### config.mk
export PLATFORM = sky130hd
export DESIGN_NAME = cv32e40p_ecc_err_monitor
export DESIGN_NICKNAME = d
export VERILOG_FILES = /design/src/rtl/cv32e40p_ecc_err_monitor.sv
export SDC_FILE = /design/constraint.sdc
export NUM_CORES = 1
export LEC_CHECK = 0
export CAP_MARGIN = 20
export CORE_MARGIN = 10
export CORE_UTILIZATION = 37
export DETAILED_ROUTE_END_ITERATION = 8
export GPL_ROUTABILITY_DRIVEN = 0
export PLACE_DENSITY_LB_ADDON = 0.08
export SKIP_LAST_GASP = 1
export SYNTH_ARGS = -nofsm -noshare
export SYNTH_HDL_FRONTEND = slang
export SYNTH_SLANG_ARGS = --single-unit
### constraint.sdc
create_clock -name clk_i -period 3 [get_ports clk_i]
set_input_delay 0.75 -clock clk_i [delete_from_list [all_inputs] [get_ports clk_i]]
set_output_delay 0.75 -clock clk_i [all_outputs]
set_load 0.02 [all_outputs]
### src/rtl/cv32e40p_ecc_err_monitor.sv
// rtl/cv32e40p_ecc_err_monitor.sv - register-file ECC error monitor: per-channel SEC counters, DED sticky flags, health FSM
// Optional first-DED capture port enabled by CV32E40P_ECC_MON_FIRST_ERR_EN.
module cv32e40p_ecc_err_monitor #(
    parameter int NUM_CH     = 3,
    parameter int CNT_W      = 8,
    parameter int SEC_THRESH = 16,
    localparam int IDX_W     = (NUM_CH > 1) ? $clog2(NUM_CH) : 1
) (
    input  logic              clk_i,
    input  logic              rst_i,
    input  logic [NUM_CH-1:0] sec_i,
    input  logic [NUM_CH-1:0] ded_i,
    input  logic [IDX_W-1:0]  rd_ch_i,
    output logic [CNT_W:0]    rd_data_o,
    input  logic              clr_ch_valid_i,
    input  logic [IDX_W-1:0]  clr_ch_i,
    input  logic              clr_all_i,
`ifdef CV32E40P_ECC_MON_FIRST_ERR_EN
    output logic [IDX_W-1:0]  first_ded_ch_o,
    output logic              first_ded_vld_o,
`endif
    output logic              degraded_o,
    output logic              fatal_o,
    output logic              irq_o,
    output logic              ded_any_o
);

    typedef enum logic [1:0] {
        ST_OK    = 2'd0,
        ST_DEG   = 2'd1,
        ST_FATAL = 2'd2
    } state_e;

    localparam logic [CNT_W-1:0] CNT_MAX = {CNT_W{1'b1}};
    localparam logic [CNT_W-1:0] THRESH  = CNT_W'(SEC_THRESH);

    logic [CNT_W-1:0]  cnt_q [NUM_CH];
    logic [CNT_W-1:0]  cnt_d [NUM_CH];
    logic [NUM_CH-1:0] sticky_q, sticky_d;
    logic [CNT_W:0]    rd_data_q, rd_data_d;
    state_e            state_q, state_d, state_base;
    logic              irq_q, irq_d;
    logic              any_ge_d;

    // Clear is applied first so a same-cycle event on that channel wins.
    always_comb begin
        any_ge_d = 1'b0;
        for (int c = 0; c < NUM_CH; c++) begin
            cnt_d[c]    = cnt_q[c];
            sticky_d[c] = sticky_q[c];
            if (clr_all_i || (clr_ch_valid_i && (clr_ch_i == IDX_W'(c)))) begin
                cnt_d[c]    = '0;
                sticky_d[c] = 1'b0;
            end
            if (sec_i[c] && (cnt_d[c] != CNT_MAX)) begin
                cnt_d[c] = cnt_d[c] + 1'b1;
            end
            if (ded_i[c]) begin
                sticky_d[c] = 1'b1;
            end
            if (cnt_d[c] >= THRESH) begin
                any_ge_d = 1'b1;
            end
        end
        rd_data_d = '0;
        if (int'(rd_ch_i) < NUM_CH) begin
            rd_data_d = {sticky_d[rd_ch_i], cnt_d[rd_ch_i]};
        end
    end

    // clr_all_i restarts evaluation from OK, so a coincident DED still raises one irq.
    always_comb begin
        state_base = clr_all_i ? ST_OK : state_q;
        state_d    = state_base;
        case (state_base)
            ST_OK: begin
                if (|sticky_d)    state_d = ST_FATAL;
                else if (any_ge_d) state_d = ST_DEG;
            end
            ST_DEG: begin
                if (|sticky_d)     state_d = ST_FATAL;
                else if (!any_ge_d) state_d = ST_OK;
            end
            ST_FATAL: state_d = ST_FATAL;
            default:  state_d = ST_OK;
        endcase
        irq_d = (state_d > state_base);
    end

    always_ff @(posedge clk_i) begin
        if (rst_i) begin
            for (int c = 0; c < NUM_CH; c++) cnt_q[c] <= '0;
            sticky_q  <= '0;
            rd_data_q <= '0;
            state_q   <= ST_OK;
            irq_q     <= 1'b0;
        end else begin
            for (int c = 0; c < NUM_CH; c++) cnt_q[c] <= cnt_d[c];
            sticky_q  <= sticky_d;
            rd_data_q <= rd_data_d;
            state_q   <= state_d;
            irq_q     <= irq_d;
        end
    end

    assign rd_data_o  = rd_data_q;
    assign degraded_o = (state_q == ST_DEG);
    assign fatal_o    = (state_q == ST_FATAL);
    assign irq_o      = irq_q;
    assign ded_any_o  = |sticky_q;

`ifdef CV32E40P_ECC_MON_FIRST_ERR_EN
    logic [IDX_W-1:0] first_ch_q, first_ch_d, low_ch;
    logic             first_vld_q, first_vld_d;

    always_comb begin
        low_ch = '0;
        for (int c = NUM_CH - 1; c >= 0; c--) begin
            if (ded_i[c]) low_ch = IDX_W'(c);
        end
        first_ch_d  = clr_all_i ? '0   : first_ch_q;
        first_vld_d = clr_all_i ? 1'b0 : first_vld_q;
        if (!first_vld_d && (|ded_i)) begin
            first_ch_d  = low_ch;
            first_vld_d = 1'b1;
        end
    end

    always_ff @(posedge clk_i) begin
        if (rst_i) begin
            first_ch_q  <= '0;
            first_vld_q <= 1'b0;
        end else begin
            first_ch_q  <= first_ch_d;
            first_vld_q <= first_vld_d;
        end
    end

    assign first_ded_ch_o  = first_ch_q;
    assign first_ded_vld_o = first_vld_q;
`endif

endmodule

==> impl_metrics.env <==
export IMPL_status="completed"
export IMPL_dieArea_mm2=0.00905
export IMPL_numCtsBuffers=5
export IMPL_slowest_stage="or3b_4"
export IMPL_fin_area_mm2=0.00305
export IMPL_grt_start_max_net_pins=22
export IMPL_critPathMaxFanout=4
export IMPL_grt_pass1_wl_um=9730
export IMPL_syn_inst=243
export IMPL_htree_num_levels=2
export IMPL_vias_per_cell=5.15
export IMPL_crit_top_cell="and3_4"
export IMPL_clock_sinks=39
export IMPL_syn_nets=261
export IMPL_power_density_mw_per_mm2=400
export IMPL_hold_path_class="flip-flop to flip-flop"
export IMPL_ys_types=54
export IMPL_drtAntennaViolNets=0
export IMPL_synth_most_common_cell="dfxtp_1"
export IMPL_start_util=0.379
export IMPL_clk_path_buf_depth=2
export IMPL_synth_area_per_cell_um2=8.59
export IMPL_synth_edff_count=0
export IMPL_grt_overflow=0
export IMPL_slew_limit_headroom=0.645
export IMPL_insertion_delay_ns=0.29
export IMPL_min_period_over_period=0.984
export IMPL_synth_seq_cells=39
export IMPL_ys_seq_area_frac=0.374
export IMPL_totalWireLength_um=5970
export IMPL_nets=338
export IMPL_dr_pass1_iters=4
export IMPL_synth_largest_area_cell="dfxtp_1"
export IMPL_antenna_found_initial=0
export IMPL_via_count=2025
export IMPL_grt_usage=0.135
export IMPL_worstPathCellList="buf_4 > or3b_4 > and3_4 > ha_4 > and3_4 > a211o_1 > o211a_1 > nor4_2 > nand4_1 > nand2_1 > ha_2 > a211oi_2"
export IMPL_yosysWarnings=0
export IMPL_num_io_pins=27
export IMPL_rows=27
export IMPL_fmax_mhz=339
export IMPL_io_buffer_count=26
export IMPL_hpwl_um=4560
export IMPL_synth_top_area_frac=0.374
export IMPL_slew_violations=0
export IMPL_drive_gt1_frac=0.299
export IMPL_cp_slowest_stage_delay_ns=0.38
export IMPL_whs_ns=0.525
export IMPL_final_setup_skew_ns=0.00895
export IMPL_yosys_top_cells_count="dfxtp_1 (39), nor2_1 (25), nand2_1 (15), nor3_1 (13), nor2b_1 (12)"
export IMPL_path_buf_inv=1
export IMPL_cp_end_kind="flip-flop"
export IMPL_die_w_um=95.1
export IMPL_crit_family="simple AND/OR/NAND/NOR gates"
export IMPL_vdd_drop_max_mv=0.297
export IMPL_grt_pass1_vias=1978
export IMPL_syn_area_mm2=0.00209
export IMPL_placed_cell_area_mm2=0.00279
export IMPL_ys_top_cells_by_area="dfxtp_1 (37%), nor2_1 (4.5%), mux2i_1 (4.3%)"
export IMPL_area_delta_synth_final_pct=46.1
export IMPL_cts_root_buf="clkbuf_8"
export IMPL_p_leak_nw=1.21
export IMPL_cts_tree="built"
export IMPL_synth_main_ff_cell="dfxtp_1"
export IMPL_worstMarginPinSlew_ns=0.530
export IMPL_drc=0
export IMPL_worstSetupPathType="input port to flip-flop"
export IMPL_initialDrtViolationCount=128
export IMPL_start_kind="input port"
export IMPL_die_height_um=95.1
export IMPL_timing_final_hold_violations=0
export IMPL_maxCapViolations=0
export IMPL_coreArea_mm2=0.00551
export IMPL_crit_required_ns=3.22
export IMPL_setup_viol=0
export IMPL_synthArstFlopShare=0
export IMPL_crit_arrival_ns=3.17
export IMPL_n_antenna_cell=0
export IMPL_clk_pin_slew_ns=0.08
export IMPL_finalCriticalPeriod_ns=2.95
export IMPL_wl_per_cell_um=15.2
==> layout by cell type (no fill, tap or decap), types with 2 or more instances in the layout <==
cell type	Yosys	routed
a211oi_2	1	2
inv_1	9	7
o21ai_1	2	2
a21o_1	2	2
o21ai_0	4	4
xor2_1	4	4
ha_4	0	2
o211ai_1	4	4
nor4_4	0	2
nand3_2	1	3
nor2_1	25	25
a21oi_1	10	9
buf_4	0	53
nand4_1	8	8
nor3_1	13	12
and3_1	4	2
and2_1	3	2
dfxtp_1	39	39
nor4_1	4	3
o21a_1	2	2
bufinv_16	0	2
o211a_1	2	2
clkdlybuf4s50_1	0	22
or3_1	4	4
inv_2	0	2
and3_4	1	3
a21oi_4	0	2
mux2_2	3	3
a2bb2oi_1	3	3
and4_4	2	2
nor2b_1	12	11
nand2b_1	2	2
nand3_1	7	5
a211oi_1	3	2
clkbuf_8	0	5
xnor2_1	3	3
mux2i_1	9	8
a31oi_1	5	5
nand2_1	15	15
and4_1	4	4
==> logic make-up (layout without fill, tap and decap cells) <==
group           Yosys count  in the layout  share of synthesized area
fa+ha+maj                 4              4                     0.0240
simple gates            116            116                      0.316
mux                      12             12                     0.0593
buf+inv                  17             95                     0.0306
compound gates           48             48                      0.167
flops                    39             39                      0.374
xor+xnor                  7              7                     0.0294
==> per-stage QoR <==
step,util,TNS (ns),total power (W),instances,setup slack [ns]
floorplan,-,0,0.000616,243,0.00495
global placement,0.506,-5.51,0.000703,379,-0.743
detailed placement,0.506,-5.98,0.000702,379,-0.735
CTS,0.547,0,0.00123,393,0.00921
global route,0.554,-0.0302,0.00127,393,-0.0302
finish,0.554,0,0.00122,393,0.0486
==> final cells by class <==
cell class	count	area [µm²]
Tap cell	72	90.1
Multi-Input combinational cell	187	1370
Timing Repair Buffer	78	643
Clock buffer	6	72.6
Fill cell	495	2460
Inverter	9	33.8
Sequential cell	39	781
Clock inverter	2	60.1
==> metal layers <==
metal	wire, µm	global-route usage	vias to the layer above
li1	-	-	1054
met1	2840	0.175	927
met2	2730	0.210	40
met3	368	0.0416	4
met4	37	0.0399	0
met5	0	0	-
==> worst reg2reg max path: stages (launching register included) <==
cell and delay, ns:
dfxtp_1 0.33, and3_4 0.19, ha_4 0.17, and3_4 0.20
a211o_1 0.26, o211a_1 0.15, nor4_2 0.24, nand4_1 0.17
nand2_1 0.10, ha_2 0.27, a211oi_2 0.16
==> where the power goes <==
part,leakage [nW],switching [W],total [W],internal [W]
Sequential,0.317,0.00000614,0.000535,0.000529
Clock,0.0654,0.000190,0.000523,0.000333
Combinational,0.831,0.0000802,0.000162,0.0000815
Total,1.21,0.000276,0.00122,0.000943
==> path summary, 6_finish.rpt <==
| kind | startpoint | end | cells past startpoint | slack, ns |
|---|---|---|---|---|
| min reg2reg | sticky_q[1]$_SDFF_PP0_ | sticky_q[1]$_SDFF_PP0_ | 2 | 0.53 |
| min | sticky_q[1]$_SDFF_PP0_ | sticky_q[1]$_SDFF_PP0_ | 2 | 0.53 |
| max reg2reg | cnt_q[0][0]$_SDFF_PP0_ | irq_o$_SDFF_PP0_ | 10 | 0.70 |
| max | clr_ch_i[1] | irq_o$_SDFF_PP0_ | 12 | 0.05 |
==> state kept, by name (all words and copies together), names as in the netlist <==
register and cells:
sticky_q 3, cnt_q 24, irq_o 1, state_q 2, rd_data_o 9
==> repair_timing <==
item                                    in CTS  in global routing
pin swaps                                   11                  9
endpoints found under the setup margin      12                  4
gates resized for setup                     22                 12
buffers inserted                             6                  0
hold buffers                                 0                  0
No activity file was read; power rests on OpenSTA's default activity.
